### src/rtl/user_sm_arbiter.sv
// user_sm_arbiter: packet-level two-class round-robin arbiter that merges four
// user-project AXI-Stream slots onto one registered return channel.
module user_sm_arbiter #(
  parameter int unsigned pDATA_WIDTH = 32,
  parameter int unsigned pNUM_REQ    = 4
) (
  input  logic                            ASCLK,
  input  logic                            ARESET_N,
  input  logic [pNUM_REQ-1:0]             rq_tvalid,
  input  logic [pNUM_REQ*pDATA_WIDTH-1:0] rq_tdata,
  input  logic [pNUM_REQ*4-1:0]           rq_tstrb,
  input  logic [pNUM_REQ-1:0]             rq_tkeep,
  input  logic [pNUM_REQ-1:0]             rq_tlast,
  input  logic [pNUM_REQ-1:0]             rq_hi_pri,
  input  logic [pNUM_REQ-1:0]             rq_en,
  output logic [pNUM_REQ-1:0]             rq_tready,
  output logic                            sm_tvalid,
  output logic [pDATA_WIDTH-1:0]          sm_tdata,
  output logic [3:0]                      sm_tstrb,
  output logic                            sm_tkeep,
  output logic                            sm_tlast,
  output logic [2:0]                      sm_tid,
  input  logic                            sm_tready,
  output logic                            busy,
  output logic [1:0]                      grant_id
);

  localparam int unsigned NREQ   = pNUM_REQ;
  localparam int unsigned STRB_W = 4;

  typedef enum logic {
    S_IDLE = 1'b0,
    S_LOCK = 1'b1
  } state_e;

  state_e                 state_q, state_d;
  logic [1:0]             grant_q, grant_d;
  logic [1:0]             rr_ptr_q, rr_ptr_d;

  logic                   vld_q, vld_d;
  logic [pDATA_WIDTH-1:0] data_q;
  logic [STRB_W-1:0]      strb_q;
  logic                   keep_q;
  logic                   last_q;
  logic [2:0]             tid_q;

  logic [NREQ-1:0]        elig, hi_set, cand;
  logic [1:0]             win, idx;
  logic                   found;

  logic [pDATA_WIDTH-1:0] sel_data;
  logic [STRB_W-1:0]      sel_strb;
  logic                   sel_keep, sel_last, sel_valid;
  logic                   rdy_g, load;

  // Two-class round-robin search starting at rr_ptr, wrapping 3 -> 0
  always_comb begin
    elig   = rq_en & rq_tvalid;
    hi_set = elig & rq_hi_pri;
    cand   = (|hi_set) ? hi_set : elig;
    win    = rr_ptr_q;
    found  = 1'b0;
    idx    = '0;
    for (int unsigned k = 0; k < NREQ; k++) begin
      idx = rr_ptr_q + 2'(k);
      if (!found && cand[idx]) begin
        win   = idx;
        found = 1'b1;
      end
    end
  end

  // Select the granted slot's beat fields
  always_comb begin
    sel_data  = '0;
    sel_strb  = '0;
    sel_keep  = 1'b0;
    sel_last  = 1'b0;
    sel_valid = 1'b0;
    for (int unsigned i = 0; i < NREQ; i++) begin
      if (grant_q == 2'(i)) begin
        sel_data  = rq_tdata[i*pDATA_WIDTH +: pDATA_WIDTH];
        sel_strb  = rq_tstrb[i*STRB_W +: STRB_W];
        sel_keep  = rq_tkeep[i];
        sel_last  = rq_tlast[i];
        sel_valid = rq_tvalid[i];
      end
    end
  end

  // Granted slot may push when the output stage is empty or draining
  assign rdy_g = (state_q == S_LOCK) & (~vld_q | sm_tready);
  assign load  = rdy_g & sel_valid;

  // Only the granted slot sees ready
  always_comb begin
    rq_tready = '0;
    if (rdy_g) begin
      rq_tready[grant_q] = 1'b1;
    end
  end

  // Next-state: arbitrate in IDLE, release on accepted tlast in LOCK
  always_comb begin
    state_d  = state_q;
    grant_d  = grant_q;
    rr_ptr_d = rr_ptr_q;
    case (state_q)
      S_IDLE: begin
        if (found) begin
          state_d  = S_LOCK;
          grant_d  = win;
          rr_ptr_d = win + 2'd1;
        end
      end
      S_LOCK: begin
        if (load && sel_last) begin
          state_d = S_IDLE;
        end
      end
      default: state_d = S_IDLE;
    endcase
  end

  // Output-stage valid: set on load, cleared when drained without reload
  always_comb begin
    vld_d = vld_q;
    if (load) begin
      vld_d = 1'b1;
    end else if (sm_tready) begin
      vld_d = 1'b0;
    end
  end

  // Arbiter state registers
  always_ff @(posedge ASCLK or negedge ARESET_N) begin
    if (!ARESET_N) begin
      state_q  <= S_IDLE;
      grant_q  <= '0;
      rr_ptr_q <= '0;
    end else begin
      state_q  <= state_d;
      grant_q  <= grant_d;
      rr_ptr_q <= rr_ptr_d;
    end
  end

  // Output register; payload only changes on load so it holds while stalled
  always_ff @(posedge ASCLK or negedge ARESET_N) begin
    if (!ARESET_N) begin
      vld_q  <= 1'b0;
      data_q <= '0;
      strb_q <= '0;
      keep_q <= 1'b0;
      last_q <= 1'b0;
      tid_q  <= '0;
    end else begin
      vld_q <= vld_d;
      if (load) begin
        data_q <= sel_data;
        strb_q <= sel_strb;
        keep_q <= sel_keep;
        last_q <= sel_last;
        tid_q  <= {1'b0, grant_q};
      end
    end
  end

  assign sm_tvalid = vld_q;
  assign sm_tdata  = data_q;
  assign sm_tstrb  = strb_q;
  assign sm_tkeep  = keep_q;
  assign sm_tlast  = last_q;
  assign sm_tid    = tid_q;
  assign busy      = (state_q == S_LOCK);
  assign grant_id  = grant_q;

endmodule
### config.mk
export PLATFORM = sky130hd
export DESIGN_NAME = user_sm_arbiter
export DESIGN_NICKNAME = d
export VERILOG_FILES = /design/src/rtl/user_sm_arbiter.sv
export SDC_FILE = /design/constraint.sdc
export NUM_CORES = 1
export LEC_CHECK = 0
export ABC_AREA = 1
export CAP_MARGIN = 10
export CELL_PAD_IN_SITES_DETAIL_PLACEMENT = 1
export CELL_PAD_IN_SITES_GLOBAL_PLACEMENT = 2
export CORE_AREA = 2 2 147 149
export CTS_CLUSTER_SIZE = 40
export DETAILED_ROUTE_END_ITERATION = 10
export DIE_AREA = 0 0 149 151
export PLACE_DENSITY = 0.83
export SYNTH_ARGS = -nofsm -noshare
export SYNTH_HDL_FRONTEND = slang
export SYNTH_SLANG_ARGS = --single-unit
export TNS_END_PERCENT = 20
### constraint.sdc
create_clock -name ASCLK -period 1.5 [get_ports ASCLK]
set_input_delay 0.3 -clock ASCLK [delete_from_list [all_inputs] [get_ports ASCLK]]
set_output_delay 0.3 -clock ASCLK [all_outputs]
set_load 0.01 [all_outputs]
### Word-level counts from Yosys, hierarchy flattened

Cells that the tools add are included.

| cells by class | value |
|---|---|
| reduce and logical (&&, ||, !) cells | 12 |
| muxes and demuxes | 44 |
| $lt $le $gt $ge | 6 |
| bitwise logic cells | 7 |
| equality and inequality tests | 3 |
| add/subtract/negate cells | 4 |

Operators with widths:

| kind | count |
|---|---|
| 32-bit two-way mux | 4 |
| 1-bit two-way mux | 25 |
| 4-bit two-way mux | 6 |
| 2-bit by 3-bit < comparator with 1-bit output, second input constant | 5 |
| 4-bit AND | 2 |
| 1-bit binary-select mux with 2-bit select | 4 |
| 2-bit two-way mux | 3 |
| 1-bit logical AND | 5 |
| 2-bit by 1-bit adder with 2-bit output, second input constant | 2 |
| 2-bit adder, second input constant | 2 |
| 2-bit equality test, second input constant | 2 |
| 4-bit OR reduction | 1 |
| 1-bit logical NOT | 3 |
| 1-bit AND | 2 |
| 1-bit demux with 2-bit select | 1 |
| 2-bit by 1-bit equality test with 1-bit output, second input constant | 1 |
| 2-bit by 1-bit >= comparator with 1-bit output, second input constant | 1 |
| 2-bit logical NOT | 1 |
| 1-bit NOT | 2 |
| 1-bit case mux with 2 select lines | 1 |
| 2-bit AND reduction | 1 |
| 2-bit nonzero test | 1 |
| 1-bit bitwise OR | 1 |

| word-level totals | value |
|---|---|
| register bits | 46 |

### Longest topological paths before layout

Gate-level depths: netlist of run 1.

| depth | value |
|---|---|
| depth in word-level cells | 18 |
| mapped depth | 17 |

### Worst setup path after synthesis of run 1

Ideal clock, no wire load.

| path | value |
|---|---|
| path type | reg2reg |
| from | register grant_q[0] (netlist: grant_id[0]) |
| to | register state_q (netlist: busy) |
| slack | -0.156 ns |
| cell stages (with the launch flop) | 10 |
| period minus slack after synthesis | 1.656 ns |
| arrival time | 1.539 ns |
| cell sequence | dfrtp_1 -> inv_1 -> nor2_1 -> or4_1 -> nand2_1 -> inv_2 -> a21oi_1 -> o21ai_1 -> nand2_1 -> nand2_1 |

| between the ends | value |
|---|---|
| longest elaborated chain between the ends | 9 |
| elaborated cells between the ends (all ways) | 16 |
| those cells by class | 3 x eq/ne; 10 x mux; 1 x bitwise; 2 x reduce/logical |

RTL lines:

| element | line | RTL |
|---|---|---|
| start: declaration | 37 | `logic [1:0] grant_q, grant_d;` |
| start signal: assignment | 143 | `grant_q <= grant_d;` |
| 2-bit logical NOT | 81 | `if (grant_q == 2'(i)) begin` |
| 1-bit two-way mux (4 in series) | 81 |  |
| 1-bit AND | 93 | `assign load = rdy_g & sel_valid;` |
| 1-bit logical AND (*) | 117 | `if (load && sel_last) begin` |
| 1-bit two-way mux (*) | 117 |  |
| 1-bit case mux with 2 select lines (*) | 108 | `case (state_q)` |
| via state_d | 36 | `state_e state_q, state_d;` |
| end signal: assignment | 142 | `state_q <= state_d;` |
| end: declaration | 36 |  |

The timed path passes the listed nets; every way through them passes the cells marked *.
A chain may end at the register's enable or synchronous reset.

### Worst setup path in the final report of run 1

| path | value |
|---|---|
| from | register grant_q[0] (netlist: grant_id[0]) |
| to | register data_q[29] (netlist: sm_tdata[29]) |

| between the ends | value |
|---|---|
| longest elaborated chain between the ends | 6 |
| elaborated cells between the ends (all ways) | 13 |
| those cells by class | 3 x eq/ne; 8 x mux; 1 x bitwise; 1 x reduce/logical |

RTL lines:

| element | line | RTL |
|---|---|---|
| 2-bit logical NOT | 81 |  |
| 1-bit two-way mux (4 in series) | 81 |  |
| 1-bit AND | 93 |  |
| end signal: assignment | 160 | `data_q <= sel_data;` |
| end: declaration | 41 | `logic [pDATA_WIDTH-1:0] data_q;` |

Parallel ways exist; a longest one is shown, timed or not.

==> run_results.csv, run 1 <==
group,metric,value,unit
floorplanning,io_pins,216,
route,wl_met1,6450,microns
floorplanning,start_util,0.149,
finish,area_delta_synth_final,103,%
synth,muxShareOfSynthArea,0,
synth,syn_nets,636,
finish,multi_input_area,1990,sq um
place,port_buffers,214,
grt,antenna_found_initial,0,
floorplanning,die_w,149,microns
power,p_leak,2.87,nW
flow_run,cap_violations,0,
finish,layout_common_cells,"nand2_1 (184), clkdlybuf4s50_1 (152), nand3_1 (50)",
worst_setup_path,crit_family,"simple AND/OR/NAND/NOR gates",
finish,final_cells,992,
worst_setup_path,crit_type,"register to register",
clocking,root_buffer,"clkbuf_16",
power,powerDensity,1910,nW/um^2
grt,grt_pass1_vias,4132,
grt,grt_pass1_wl,22500,microns
finish,n_fill_cell,2559,
synth,synth_top_family_by_area,"simple AND/OR/NAND/NOR gates",
worst_setup_path,cp.required,1.69,ns
place,place.gp.congestion,0.757,
route,drc,0,
power,p_clk_frac,0.106,
worst_setup_path,worstPathArrival,1.92,ns
worst_setup_path,crit_path_end_kind,"register",
sta,fmax,578,MHz
power,switching_share,0.468,
outcome,failed_checks,"negative setup slack",
synth,synth-seq-area-share,0.370,
clocking,h-tree-depth,2,
route,initialDrtViolationCount,77,
sta,fin_hold_ws,0.418,ns
place,place_ws,-0.768,ns
sta,period_needed,1.73,ns
finish,utilization,0.302,
clocking,cts_made_buffers,5,
clocking,clock_latency,0.30,ns
worst_hold_path,min_path_type,"input port to register",
floorplanning,core_area,20800,sq um
worst_setup_path,crit_path_max_incr_delay,0.55,ns
sta,fin_ws,-0.231,ns
sta,fin_crit_sh,1.15,
clocking,cts_sinks,46,
power,power,12.0,mW
synth,postSynthRegisterBits,46,
route,met2_length,7480,microns
synth,ys.flop_type,"dfrtp_1",
floorplanning,dieArea,22500,sq um
finish,nets,883,
synth,synth_xor_area_frac,0.00523,
place,dp_hpwl,11300,microns
synth,yosys.area_share.simple,0.419,
synth,yosysWarnings,0,
synth,ys_types,29,
grt,grt_max_degree,47,
power,seqPwrFrac,0.186,
route,top_layer,"met4",
place,placedCellCount,971,
worst_setup_path,cp_cell_sequence,"nor2_4, inv_2, nor2_1, or4_4, nand2_4, inv_8, clkbuf_16, nand2_1, o21ai_1",
finish,ff_latch_area,1160,sq um
floorplanning,die_h,151,microns
route,wl_per_cell,15.4,microns
outcome,status,"complete, but fails checks",
clocking,cts_tree,"yes",
synth,synth-adder-area-share,0,
sta,finalHoldViolations,0,
power,ir_worst_vdd,0.527,mV
route,detail-route-antenna-nets,0,
floorplanning,rows,53,
sta,setup_viol,48,
route,routed_wl,15300,microns
grt,grt_overflow,0,
synth,yosys-top-cells-area,"dfrtp_1 (37%), nand2_1 (24%), nand3_1 (9.3%)",
synth,yosys.area.top_type,"dfrtp_1",
synth,synth_top_area_frac,0.370,
synth,synth_compound_area_frac,0.143,
synth,synthCells,469,
finish,diodes,0,
route,via_count,4021,
synth,async_flop_share,1.00,
worst_setup_path,cp_slowest_cell,"or4_4",
power,p_int,6.41,mW
finish,drive_gt1_frac,0.211,
grt,gr-usage-all-layers,0.131,
route,via_per_inst,4.05,
synth,synth-edff-count,0,
sta,rsz0062_at_grt,"yes",
worst_setup_path,cp_max_fo,16,
power,comb_power_share,0.707,
finish,layout_commonest_cell,"nand2_1",
synth,syn-mean-instance-area,6.63,sq um
clocking,clockBufferDepth,2,
route,wl_met3,1200,microns
clocking,clk_pin_slew,0.06,ns
sta,slew_viol_final,0,
worst_setup_path,crit_path_start_kind,"register",
power,switching_power,5.63,mW
route,drt_pass1_iterations,4,
sta,skew,0.00695,ns
worst_setup_path,path_buf_inv,3,
synth,synthesis.area,3110,sq um
-- final timing paths --
kind	cells past startpoint	end	from	slack, ns
min in group asynchronous	3	sm_tdata[7]	ARESET_N	0.53
worst max-delay path	9	sm_tdata[29]	grant_id[0]	-0.23
max in group asynchronous	3	rr_ptr_q[1]	ARESET_N	0.72
worst max register to register	9	sm_tdata[29]	grant_id[0]	-0.23
worst min register to register	2	sm_tdata[0]	sm_tdata[0]	0.48
worst min-delay path	2	sm_tvalid	sm_tready	0.42
-- state kept, by name, summed over array words and instances (netlist names) --
register	count
sm_tlast	1
sm_tvalid	1
sm_tid	2
grant_id	2
rr_ptr_q	2
sm_tdata	32
sm_tkeep	1
sm_tstrb	4
busy	1
-- metal layers --
metal,vias up,GRT usage
met5,-,0
met4,0,0.0295
met3,9,0.0503
met2,133,0.226
met1,1847,0.153
li1,2032,-
-- cells in the mapped netlist, types with 3 or more instances --
cell,instances
nor2_1,6
nor2_4,3
inv_1,16
buf_1,3
buf_2,11
o21ai_1,43
a21oi_1,39
dfrtp_1,46
nand3_2,8
nand2_1,195
clkbuf_1,10
nand3_1,58
nand2_2,10
-- kinds of logic (layout without fill, tap and decap cells) --
family                 after synthesis  count (layout)
AND/OR/NAND/NOR                    289             289
AO/OA/AOI/OAI                       87              87
flip-flops                          46              46
buffers and inverters               45             293
other                                1               1
XOR/XNOR                             1               1
-- repair_timing --
| item | CTS | global route |
|---|---|---|
| hold buffers | 1 | 0 |
| resized for setup | 148 | 24 |
| pin swaps | 29 | 9 |
| buffers inserted | 6 | 1 |
| endpoints found under the hold margin | 27 | 0 |
| setup endpoints to repair | 94 | 50 |
| gates cloned | 0 | 5 |
-- final cells by class --
| cell class | count | area share |
|---|---|---|
| clock inverter | 1 | 0.00477 |
| inverter | 19 | 0.0137 |
| multi-input combinational | 378 | 0.316 |
| tap | 275 | 0.0547 |
| sequential | 46 | 0.184 |
| clock buffer | 7 | 0.0211 |
| timing repair buffer | 266 | 0.405 |
-- through the flow --
| step | instance area, sq um | setup TNS, ns |
|---|---|---|
| final | 6290 | -8.49 |
| after detailed placement | 5850 | -29.28 |
| after CTS | 6070 | -7.13 |
| after global routing | 6290 | -12.90 |
| after global placement | 5850 | -27.62 |
| after floorplan | 3140 | -3.40 |
-- worst register-to-register path: cells and delay by family, from the launching register on --
kind	cells	cell delay (ns)
simple gates	5	0.80
flops	1	0.44
buf+inv	3	0.32
compound gates	1	0.05
-- power groups by stage --
| stage | registers, mW | logic (mW) | clock network (mW) |
|---|---|---|---|
| floorplan | 2.46 | 3.93 | 0 |
| global placement | 2.23 | 7.66 | 0 |
| detailed placement | 2.25 | 7.72 | 0 |
| CTS | 2.25 | 7.74 | 1.36 |
| global route | 2.34 | 9.51 | 1.40 |
| finish | 2.24 | 8.52 | 1.28 |
No activity file was read; power rests on OpenSTA's default activity.
==> run 2: changes to the inputs <==
--- a/config.mk
+++ b/config.mk
@@ -6,7 +6,6 @@
 export NUM_CORES = 1
 export LEC_CHECK = 0
 export ABC_AREA = 1
-export CAP_MARGIN = 10
 export CELL_PAD_IN_SITES_DETAIL_PLACEMENT = 1
 export CELL_PAD_IN_SITES_GLOBAL_PLACEMENT = 2
 export CORE_AREA = 2 2 147 149
==> results of run 2 <==
The final DEF is identical to that of run 1; final timing and power are the same.
